`src/rtl/arm_pipe_pkg.sv`:
```
// Shared pipeline types for the hazard unit.
//   fwd_t       : Execute operand source select (register file, Writeback, Memory).
//   mem_state_t : data-memory wait tracker states.
package arm_pipe_pkg;

  typedef enum logic [1:0] {
    FWD_RF = 2'b00,
    FWD_W  = 2'b01,
    FWD_M  = 2'b10
  } fwd_t;

  typedef enum logic {
    MIDLE = 1'b0,
    MWAIT = 1'b1
  } mem_state_t;

  localparam logic [7:0] WAIT_MAX = 8'hFF;

endpackage

```
`src/rtl/hazard_unit_fwdsel.sv`:
```
// fwdsel: forward select for one Execute operand.
// Ports:
//   validE             : Execute-stage source address is live
//   raE                : Execute-stage source register
//   wa3M, regWriteM    : Memory-stage destination and its write enable
//   wa3W, regWriteW    : Writeback-stage destination and its write enable
//   fwd                : selected operand source
// The Memory stage holds the younger result, so it wins over Writeback.
module fwdsel
  import arm_pipe_pkg::*;
(
  input  logic       validE,
  input  logic [3:0] raE,
  input  logic [3:0] wa3M,
  input  logic       regWriteM,
  input  logic [3:0] wa3W,
  input  logic       regWriteW,
  output fwd_t       fwd
);

  always_comb begin
    fwd = FWD_RF;
    if (validE && (raE == wa3M) && regWriteM) begin
      fwd = FWD_M;
    end else if ((raE == wa3W) && regWriteW) begin
      fwd = FWD_W;
    end
  end

endmodule

```
`src/rtl/hazard_unit.sv`:
```
// hazard_unit: forwarding, load-use stall, branch flush and data-memory
// freeze control for a five-stage pipeline.
// Ports:
//   clk, reset                 : clock, synchronous active-high reset
//   RA1D, RA2D                 : Decode source registers
//   WA3E, WA3M, WA3W           : destinations in Execute/Memory/Writeback
//   RegWriteM, RegWriteW       : register-write enables in Memory/Writeback
//   MemtoRegE                  : Execute instruction is a load
//   PCSrcD/E/M/W, BranchTakenE : PC-write indications per stage
//   MemReqM, MemReady          : Memory-stage access and its completion
//   ForwardAE, ForwardBE       : Execute operand source selects
//   StallF/D/E/M, FlushD/E/W   : pipeline register enables and clears
//   WaitCycles                 : saturating count of memory-stall cycles
module hazard_unit
  import arm_pipe_pkg::*;
(
  input  logic       clk,
  input  logic       reset,
  input  logic [3:0] RA1D,
  input  logic [3:0] RA2D,
  input  logic [3:0] WA3E,
  input  logic [3:0] WA3M,
  input  logic [3:0] WA3W,
  input  logic       RegWriteM,
  input  logic       RegWriteW,
  input  logic       MemtoRegE,
  input  logic       PCSrcD,
  input  logic       PCSrcE,
  input  logic       PCSrcM,
  input  logic       PCSrcW,
  input  logic       BranchTakenE,
  input  logic       MemReqM,
  input  logic       MemReady,
  output logic [1:0] ForwardAE,
  output logic [1:0] ForwardBE,
  output logic       StallF,
  output logic       StallD,
  output logic       StallE,
  output logic       StallM,
  output logic       FlushD,
  output logic       FlushE,
  output logic       FlushW,
  output logic [7:0] WaitCycles
);

  function automatic logic [7:0] satInc(input logic [7:0] v);
    return (v == WAIT_MAX) ? WAIT_MAX : v + 8'd1;
  endfunction

  mem_state_t memState;
  logic [3:0] RA1E, RA2E;
  logic       validE;
  logic       ldrstall, pcWrPending, memstall;
  fwd_t       fwdA, fwdB;

  assign ldrstall    = MemtoRegE & ((RA1D == WA3E) | (RA2D == WA3E));
  assign pcWrPending = PCSrcD | PCSrcE | PCSrcM;
  // A miss stalls in the very cycle it is seen, before the FSM has moved.
  assign memstall    = ((memState == MIDLE) & MemReqM & ~MemReady) |
                       ((memState == MWAIT) & ~MemReady);

  // Decode -> Execute source-address capture
  always_ff @(posedge clk) begin
    if (reset) begin
      RA1E   <= 4'd0;
      RA2E   <= 4'd0;
      validE <= 1'b0;
    end else if (!StallE) begin
      RA1E   <= RA1D;
      RA2E   <= RA2D;
      validE <= ~FlushE;
    end
  end

  // Memory wait tracking and stall-cycle counter
  always_ff @(posedge clk) begin
    if (reset) begin
      memState   <= MIDLE;
      WaitCycles <= 8'd0;
    end else begin
      case (memState)
        MIDLE:   if (MemReqM && !MemReady) memState <= MWAIT;
        MWAIT:   if (MemReady)             memState <= MIDLE;
        default:                           memState <= MIDLE;
      endcase
      if (memstall) WaitCycles <= satInc(WaitCycles);
    end
  end

  fwdsel uFwdA (
    .validE   (validE),
    .raE      (RA1E),
    .wa3M     (WA3M),
    .regWriteM(RegWriteM),
    .wa3W     (WA3W),
    .regWriteW(RegWriteW),
    .fwd      (fwdA)
  );

  fwdsel uFwdB (
    .validE   (validE),
    .raE      (RA2E),
    .wa3M     (WA3M),
    .regWriteM(RegWriteM),
    .wa3W     (WA3W),
    .regWriteW(RegWriteW),
    .fwd      (fwdB)
  );

  // A memory freeze holds every stage, so branch and load-use clears
  // must wait until the pipeline moves again.
  always_comb begin
    ForwardAE = fwdA;
    ForwardBE = fwdB;
    StallF    = memstall | ldrstall | pcWrPending;
    StallD    = memstall | ldrstall;
    StallE    = memstall;
    StallM    = memstall;
    FlushW    = memstall;
    FlushD    = ~memstall & (pcWrPending | PCSrcW | BranchTakenE);
    FlushE    = ~memstall & (ldrstall | BranchTakenE);
    if (reset) begin
      ForwardAE = FWD_RF;
      ForwardBE = FWD_RF;
      StallF    = 1'b0;
      StallD    = 1'b0;
      StallE    = 1'b0;
      StallM    = 1'b0;
      FlushW    = 1'b0;
      FlushD    = 1'b1;
      FlushE    = 1'b1;
    end
  end

endmodule

```
`config.mk`:
```
export PLATFORM = sky130hd
export DESIGN_NAME = hazard_unit
export DESIGN_NICKNAME = d
export VERILOG_FILES = /design/src/rtl/arm_pipe_pkg.sv /design/src/rtl/hazard_unit_fwdsel.sv /design/src/rtl/hazard_unit.sv
export SDC_FILE = /design/constraint.sdc
export NUM_CORES = 1
export LEC_CHECK = 0
export ABC_AREA = 1
export CELL_PAD_IN_SITES_DETAIL_PLACEMENT = 1
export CELL_PAD_IN_SITES_GLOBAL_PLACEMENT = 1
export CORE_MARGIN = 2
export CORE_UTILIZATION = 26
export DETAILED_ROUTE_END_ITERATION = 12
export PLACE_DENSITY_LB_ADDON = 0.1
export SLEW_MARGIN = 15
export SYNTH_ARGS = -nofsm -noshare
export SYNTH_HDL_FRONTEND = slang
export SYNTH_SLANG_ARGS = --single-unit
```
`constraint.sdc`:
```
create_clock -name clk -period 1.15 [get_ports clk]
set_clock_uncertainty 0.15 [all_clocks]
set_input_delay 0.1725 -clock clk [delete_from_list [all_inputs] [get_ports clk]]
set_output_delay 0.1725 -clock clk [all_outputs]
set_load 0.02 [all_outputs]
```
After elaboration in Yosys (flattened, before gate mapping)
Index checks and enable logic that the tools add are counted.
- output and inout bits: 19
- register bits after elaboration: 18
- input bits: 32
- $add $sub $neg: 1
- bitwise operators: 19
- equal/unequal tests: 7
- reduce and logical (&&, ||, !) cells: 8
- multiplexer cells: 15
- operator list (cell ; count):
    == test 4 bit ; 6
    2-to-1 mux 1 bit ; 9
    OR 1 bit ; 9
    adder 8 x 1 -> 8 bit, second input constant ; 1
    == test 8 bit, second input constant ; 1
    2-to-1 mux 2 bit ; 4
    2-to-1 mux 8 bit ; 1
    logical AND 1 bit ; 7
    AND 1 bit ; 6
    inverter 1 bit ; 4
    case mux 1 bit (2 select lines) ; 1
    zero test 1 bit ; 1

Depth between registers and ports, before layout
Gate-level depths: netlist (run 1).
- depth in word-level cells: 8
- mapped depth: 10
- mapped depth without buffers: 10

By module
From an unflattened synthesis (run 1), not the netlist that was laid out.
- cell total of the unflattened synthesis: 235
- area, all modules: 1432.6 sq um
- by module, submodules not included (module ; area each (sq um) ; times used ; cells an instance):
    hazard_unit ; 1112.3 ; 1 ; 167
    fwdsel ; 160.2 ; 2 ; 34

Worst setup path before layout (run 1)
No wires, ideal clock.
- path type: reg2out
- start point: reg validE
- end point: out ForwardAE[1]
- data required time: 0.827 ns
- path slack: -0.398 ns
- path buffers: 0
- arrival: 1.225 ns
- stages on the path, launching flop included: 6
- path through: dfxtp_1 nand2_1 a21oi_1 inv_1 or2_1 nor3_1
- longest elaborated chain between the ends: 4
- ends and longest elaborated chain (item ; RTL line ; text):
    start: declaration ; hazard_unit.sv:52 ; logic validE;
    start signal: assignment ; hazard_unit.sv:71 ; validE <= ~FlushE;
    logical AND 1 bit (2 in series) ; hazard_unit_fwdsel.sv:23 ; if (validE && (raE == wa3M) && regWriteM) begin
    2-to-1 mux 2 bit ; hazard_unit_fwdsel.sv:23 ;
    2-to-1 mux 2 bit ; hazard_unit.sv:122 ; if (reset) begin
    end: declaration ; hazard_unit.sv:34 ; output logic [1:0] ForwardAE,
No other way between the ends.

Final worst setup path (run 1)
- start point: reg RA1E[2]
- end point: out ForwardAE[1]
- longest elaborated chain between the ends: 5
- ends and longest elaborated chain (item ; RTL line ; text):
    start: declaration ; hazard_unit.sv:51 ; logic [3:0] RA1E, RA2E;
    start signal: assignment ; hazard_unit.sv:65 ; RA1E <= 4'd0;
    start signal: assignment ; hazard_unit.sv:69 ; RA1E <= RA1D;
    == test 4 bit ; hazard_unit_fwdsel.sv:23 ;
    logical AND 1 bit (2 in series) ; hazard_unit_fwdsel.sv:23 ;
    2-to-1 mux 2 bit ; hazard_unit_fwdsel.sv:23 ;
    2-to-1 mux 2 bit ; hazard_unit.sv:122 ;
No other way between the ends.

==> impl_metrics.py, run 1 <==
metrics = {
    "clock_network": {
        "clk_path_buf_depth": 2,
        "clockRootBuffer": "clkbuf_8",
        "cts_tree": "done",
        "numCtsBuffers": 3,
        "clk_latency_ns": 0.26,
        "htreeDepth": 1,
        "cts.sinks": 18,
        "cts_hold_buf": 0,
        "path_clk_slew_ns": 0.07,
    },
    "power_and_ir_drop": {
        "cellLeakagePower_nw": 1.31,
        "powerDensity_nw_per_um2": 698,
        "vdd_drop_max_mv": 0.417,
        "finalPower_mw": 1.80,
    },
    "drt": {
        "ant_nets": 0,
        "drt-vias-per-instance": 4.54,
        "wirelength_um": 4990,
        "drtPass1Iterations": 4,
        "wl_per_cell_um": 13.3,
        "vias": 1699,
        "drt_iter0_drc": 46,
        "drc": 0,
    },
    "synthesis": {
        "syn_area_per_cell_sq_um": 6.26,
        "synthFlopType": "dfxtp_1",
        "synth_area_leader_cell": "dfxtp_1",
        "synth_warnings": 0,
        "synth.most_common_cell": "nand2_1",
        "ys_top_cells_by_area": "dfxtp_1 28%, nand2_1 17%, inv_1 11%",
        "synthesis.area_sq_um": 1300,
        "yosys-top-cells-count": "59 x nand2_1, 39 x inv_1, 19 x a21oi_1",
        "synth_edf_count": 0,
        "synthDistinctLibCells": 30,
        "seq_area_frac_synth_pct": 27.7,
        "synth_top_area_share_pct": 27.7,
        "ys_seq_elements": 18,
        "synthesis.nets": 241,
        "synthArstFlopShare_pct": 0,
        "syn_inst": 208,
    },
    "timing": {
        "setup_viol_count_final": 30,
        "max-slew-margin-rel_pct": 73.4,
        "period_share_pct": 142,
        "finalHoldViolCount": 0,
        "setup_slack_ns": -0.487,
        "hold_ws_ns": 0.0632,
        "drv_slew": 0,
        "max_slew.worst_pin.slew_ns": 0.397,
        "max_clock_freq_ghz": 0.611,
        "fin_crit_ns": 1.64,
        "rsz0062_at_grt": "true",
        "finalSetupTns_ns": -7.10,
    },
    "critical_path": {
        "worstSetupEndpointType": "output port",
        "cp.arrival_ns": 1.31,
        "crit_type": "reg -> out",
        "cp_max_fo": 3,
        "worst_ep_required_time_ns": 0.83,
        "startpoint_type": "flip-flop",
    },
    "layout": {
        "syn_to_final_growth_pct": 97.5,
        "diodes": 0,
        "fin_cells": 374,
        "fillers": 619,
        "nNetsFinal": 341,
        "drive_gt1_share_pct": 55.0,
        "fin_util_pct": 53.8,
    },
    "global_routing": {
        "grt-ovfl-total": 0,
        "track_usage_pct": 18.3,
        "grt_pass1_wl_um": 7920,
        "antenna_found_initial": 0,
        "grt_pass1_vias": 1640,
        "grt_max_degree": 13,
    },
    "floorplanning": {
        "start_util_pct": 27.2,
        "core_sq_um": 4790,
        "die_x_um": 74.8,
        "rows": 25,
        "ioPinCount": 51,
        "die_h_um": 74.8,
        "dieArea_sq_um": 5590,
    },
    "placement": {
        "placed_cells_incl_taps": 353,
        "io_buffer_count": 50,
        "hpwl_um": 3540,
        "place.gp.congestion": 0.830,
    },
    "job": {
        "drv_cap": 0,
    },
    "worst_hold_path": {
        "hp-class": "in -> reg",
    },
    "outcome": {
        "status": "complete, but fails checks",
        "violations": "setup timing",
    },
}
[cells by family (layout without fill, tap and decap cells)]
| logic type | Yosys count | in the layout | share of synthesized area [%] |
|---|---|---|---|
| simple gates | 101 | 101 | 35.6 |
| buf+inv | 45 | 144 | 15.1 |
| compound gates | 38 | 38 | 17.2 |
| flops | 18 | 18 | 27.7 |
| xor+xnor | 4 | 4 | 2.69 |
| fa+ha+maj | 1 | 1 | 0.960 |
| mux | 1 | 1 | 0.769 |
[layout make-up]
class / count / area, sq um / area share (%)
Multi-Input combinational cell: 145 / 1010 / 39.4
Timing Repair Buffer: 101 / 877 / 34.1
Sequential cell: 18 / 399 / 15.5
Inverter: 39 / 154 / 5.98
Tap cell: 67 / 83.8 / 3.26
Clock buffer: 3 / 41.3 / 1.61
Clock inverter: 1 / 3.75 / 0.146
[routing by layer]
| layer | routed length, um | GRT usage [%] |
|---|---|---|
| met5 | 0 | 0 |
| met4 | 34 | 3.57 |
| met3 | 238 | 3.21 |
| met2 | 2560 | 30.1 |
| met1 | 2150 | 25.3 |
[state kept, by name, summed over array words and instances (netlist names)]
register	count
RA1E	4
RA2E	4
WaitCycles	8
memState	1
validE	1
[power breakdown]
part,internal (mW),leakage (nW),switching [mW]
Clock,0.238,0.0231,0.227
Combinational,0.339,1.13,0.313
Sequential,0.644,0.156,0.0348
[worst max-delay path: stages, from the launching register on]
cell and delay, ns:
dfxtp_2 0.35, xnor2_2 0.16, nand3_2 0.12, buf_6 0.14, nor3_4 0.15, buf_6 0.14
[what timing repair did]
action / CTS / global route
pin swaps: 28 / 30
setup endpoints to repair: 37 / 31
cloned: 1 / 0
gates resized for setup: 192 / 42
buffers inserted: 9 / 10
[per-stage QoR]
step	area [sq um]	setup slack [ns]
4_1_cts	2470	-0.551
2_1_floorplan	1480	-0.128
6_report	2570	-0.487
5_1_grt	2570	-0.568
3_5_place_dp	2270	-1.18
3_3_place_gp	2270	-1.17
[worst paths after layout]
| kind | to | start | cells past startpoint | slack, ns |
|---|---|---|---|---|
| max | ForwardAE[1] | RA1E[2]$_SDFFE_PP0N_ | 5 | -0.49 |
| min | RA2E[1]$_SDFFE_PP0N_ | RA2D[1] | 3 | 0.06 |
| max reg2reg | WaitCycles[4]$_SDFFE_PP0N_ | memState$_SDFF_PP0_ | 8 | -0.31 |
| min reg2reg | RA2E[0]$_SDFFE_PP0N_ | RA2E[0]$_SDFFE_PP0N_ | 3 | 0.43 |
[layout by cell type, fill, tap and decap left out, types with 5 or more instances in the layout]
cell type | netlist | routed
a21oi_1 | 19 | 10
a21oi_2 | 0 | 7
buf_2 | 1 | 10
buf_4 | 3 | 36
buf_6 | 2 | 27
clkbuf_2 | 0 | 5
clkdlybuf4s50_1 | 0 | 7
dfxtp_2 | 0 | 7
dfxtp_4 | 0 | 8
dlygate4sd2_1 | 0 | 12
inv_1 | 39 | 26
inv_2 | 0 | 11
nand2_1 | 59 | 46
nand2_2 | 0 | 9
nand3_2 | 1 | 9
nor2_2 | 1 | 5
nor2_4 | 3 | 6
o21ai_1 | 1 | 7
Note: power is estimated with default switching activity, not from simulation.
==> run 2, diff against run 1 <==
--- a/config.mk
+++ b/config.mk
@@ -11,7 +11,8 @@
 export CORE_MARGIN = 2
 export CORE_UTILIZATION = 26
 export DETAILED_ROUTE_END_ITERATION = 12
-export PLACE_DENSITY_LB_ADDON = 0.1
+export GPL_ROUTABILITY_DRIVEN = 0
+export PLACE_DENSITY_LB_ADDON = 0.15
 export SLEW_MARGIN = 15
 export SYNTH_ARGS = -nofsm -noshare
 export SYNTH_HDL_FRONTEND = slang
==> impl_metrics.py, run 2 (synthesis results as in run 1) <==
metrics = {
    "outcome": {
        "status": "complete, but fails checks",
        "violations": "setup timing",
    },
    "layout": {
        "postLayoutCellArea_sq_um": 2730,
        "top_register": "WaitCycles",
        "drive_gt1_share_pct": 59.0,
        "nNetsFinal": 346,
        "final_common_cell": "nand2_1",
        "fin_util_pct": 57.1,
        "layout_common_cells": "48 x nand2_1, 41 x buf_4, 23 x inv_1, 23 x buf_6, 15 x inv_2",
        "diodes": 0,
        "syn_to_final_growth_pct": 110,
        "fin_cells": 379,
        "top_regs": "WaitCycles: 8 flops, RA1E: 4 flops, RA2E: 4 flops",
        "largest_reg_flops": 8,
    },
    "timing": {
        "finalHoldViolCount": 0,
        "max-slew-margin-rel_pct": 75.1,
        "finalSetupTns_ns": -8.95,
        "fin_crit_ns": 1.67,
        "max_clock_freq_ghz": 0.600,
        "setup_viol_count_final": 30,
        "period_share_pct": 145,
        "drv_slew": 0,
        "rsz0062_at_grt": "true",
        "max_slew.worst_pin.slew_ns": 0.372,
        "hold_ws_ns": 0.0687,
        "setup_slack_ns": -0.517,
    },
    "floorplanning": {
        "die_x_um": 74.8,
        "ioPinCount": 51,
        "dieArea_sq_um": 5590,
        "rows": 25,
        "die_h_um": 74.8,
        "start_util_pct": 27.2,
        "core_sq_um": 4790,
    },
    "global_routing": {
        "track_usage_pct": 20.3,
        "grt_max_degree": 13,
        "grt_pass1_vias": 1837,
        "antenna_found_initial": 0,
        "grt_pass1_wl_um": 8610,
        "grt-ovfl-total": 0,
    },
    "critical_path": {
        "cp.arrival_ns": 1.34,
        "critical_path.top_delay_family": "simple AND/OR/NAND/NOR gates",
        "worst_ep_required_time_ns": 0.83,
        "worstSetupEndpointType": "output port",
        "crit_type": "reg -> out",
        "critPathBufInv": 2,
        "path_cells": "nand2_4, a21oi_2, inv_2, or2_4, nor3_4, buf_6",
        "cp_max_fo": 2,
        "slowest_stage": "dfxtp_2",
        "startpoint_type": "flip-flop",
        "cpPeakStageDelay_ns": 0.36,
    },
    "power_and_ir_drop": {
        "vdd_drop_max_mv": 0.403,
        "powerDensity_nw_per_um2": 698,
        "cellLeakagePower_nw": 1.38,
    },
    "clock_network": {
        "cts_tree": "done",
        "clk_path_buf_depth": 2,
        "clockRootBuffer": "clkbuf_8",
        "htreeDepth": 1,
        "cts.sinks": 18,
        "path_clk_slew_ns": 0.09,
        "numCtsBuffers": 3,
        "cts_hold_buf": 0,
        "clk_latency_ns": 0.27,
    },
    "drt": {
        "drt_iter0_drc": 51,
        "wirelength_um": 5720,
        "ant_nets": 0,
        "drtPass1Iterations": 4,
        "drt-vias-per-instance": 4.70,
        "drc": 0,
        "wl_per_cell_um": 15.1,
        "vias": 1782,
    },
    "worst_hold_path": {
        "hp-class": "in -> reg",
    },
    "job": {
        "drv_cap": 0,
    },
    "placement": {
        "placed_cells_incl_taps": 353,
        "io_buffer_count": 50,
        "hpwl_um": 3740,
        "placed_cell_area_sq_um": 2280,
    },
}
[run 2: power by group]
part,internal [mW],switching (mW),total [mW]
clock,0.239,0.262,0.500
sequential,0.643,0.0390,0.682
combinational,0.372,0.353,0.725
total,1.25,0.653,1.91
[run 2: repair_timing]
| action | 4_1_cts | 5_1_grt |
|---|---|---|
| setup endpoints to repair | 37 | 33 |
| gates cloned | 1 | 0 |
| pin swaps | 29 | 30 |
| resized for setup | 212 | 46 |
| setup buffers | 13 | 11 |
[run 2: worst min-delay path: stages]
cell and delay, ns:
buf_2 0.11, o21ai_2 0.06, a21oi_1 0.10
[run 2: path summary, 6_finish.rpt]
path                                           from                    endpoint  slack (ns)  cells after the start
worst max-delay path            validE$_SDFFE_PP0N_                ForwardAE[1]       -0.52                      6
worst min-delay path                        RA1D[1]        RA1E[1]$_SDFFE_PP0N_        0.07                      3
worst max register to register  memState$_SDFF_PP0_  WaitCycles[7]$_SDFFE_PP0N_       -0.32                      9
worst min register to register  validE$_SDFFE_PP0N_         validE$_SDFFE_PP0N_        0.33                      2
[run 2: routing by layer]
layer  global-route usage [%]  part of all wire [%]
met5                        0                     0
met2                     38.2                    54
met1                     23.9                    41
met3                     2.54                   3.4
met4                     5.95                   1.1
[run 2: cell type report]
cell class	count	area, sq um
flip-flops and latches	18	402
clock inverters	1	3.75
multi-input cells	145	1100
clock buffers	3	41.3
well taps	67	83.8
repair buffers	106	953
inverters	39	151
fillers	602	2050
[run 2: stage by stage]
| step | power [mW] | setup WS (ns) |
|---|---|---|
| after floorplan | 0.950 | -0.128 |
| after global placement | 1.22 | -1.16 |
| after detailed placement | 1.23 | -1.19 |
| after CTS | 1.82 | -0.518 |
| after global routing | 2.00 | -0.573 |
| final | 1.91 | -0.517 |
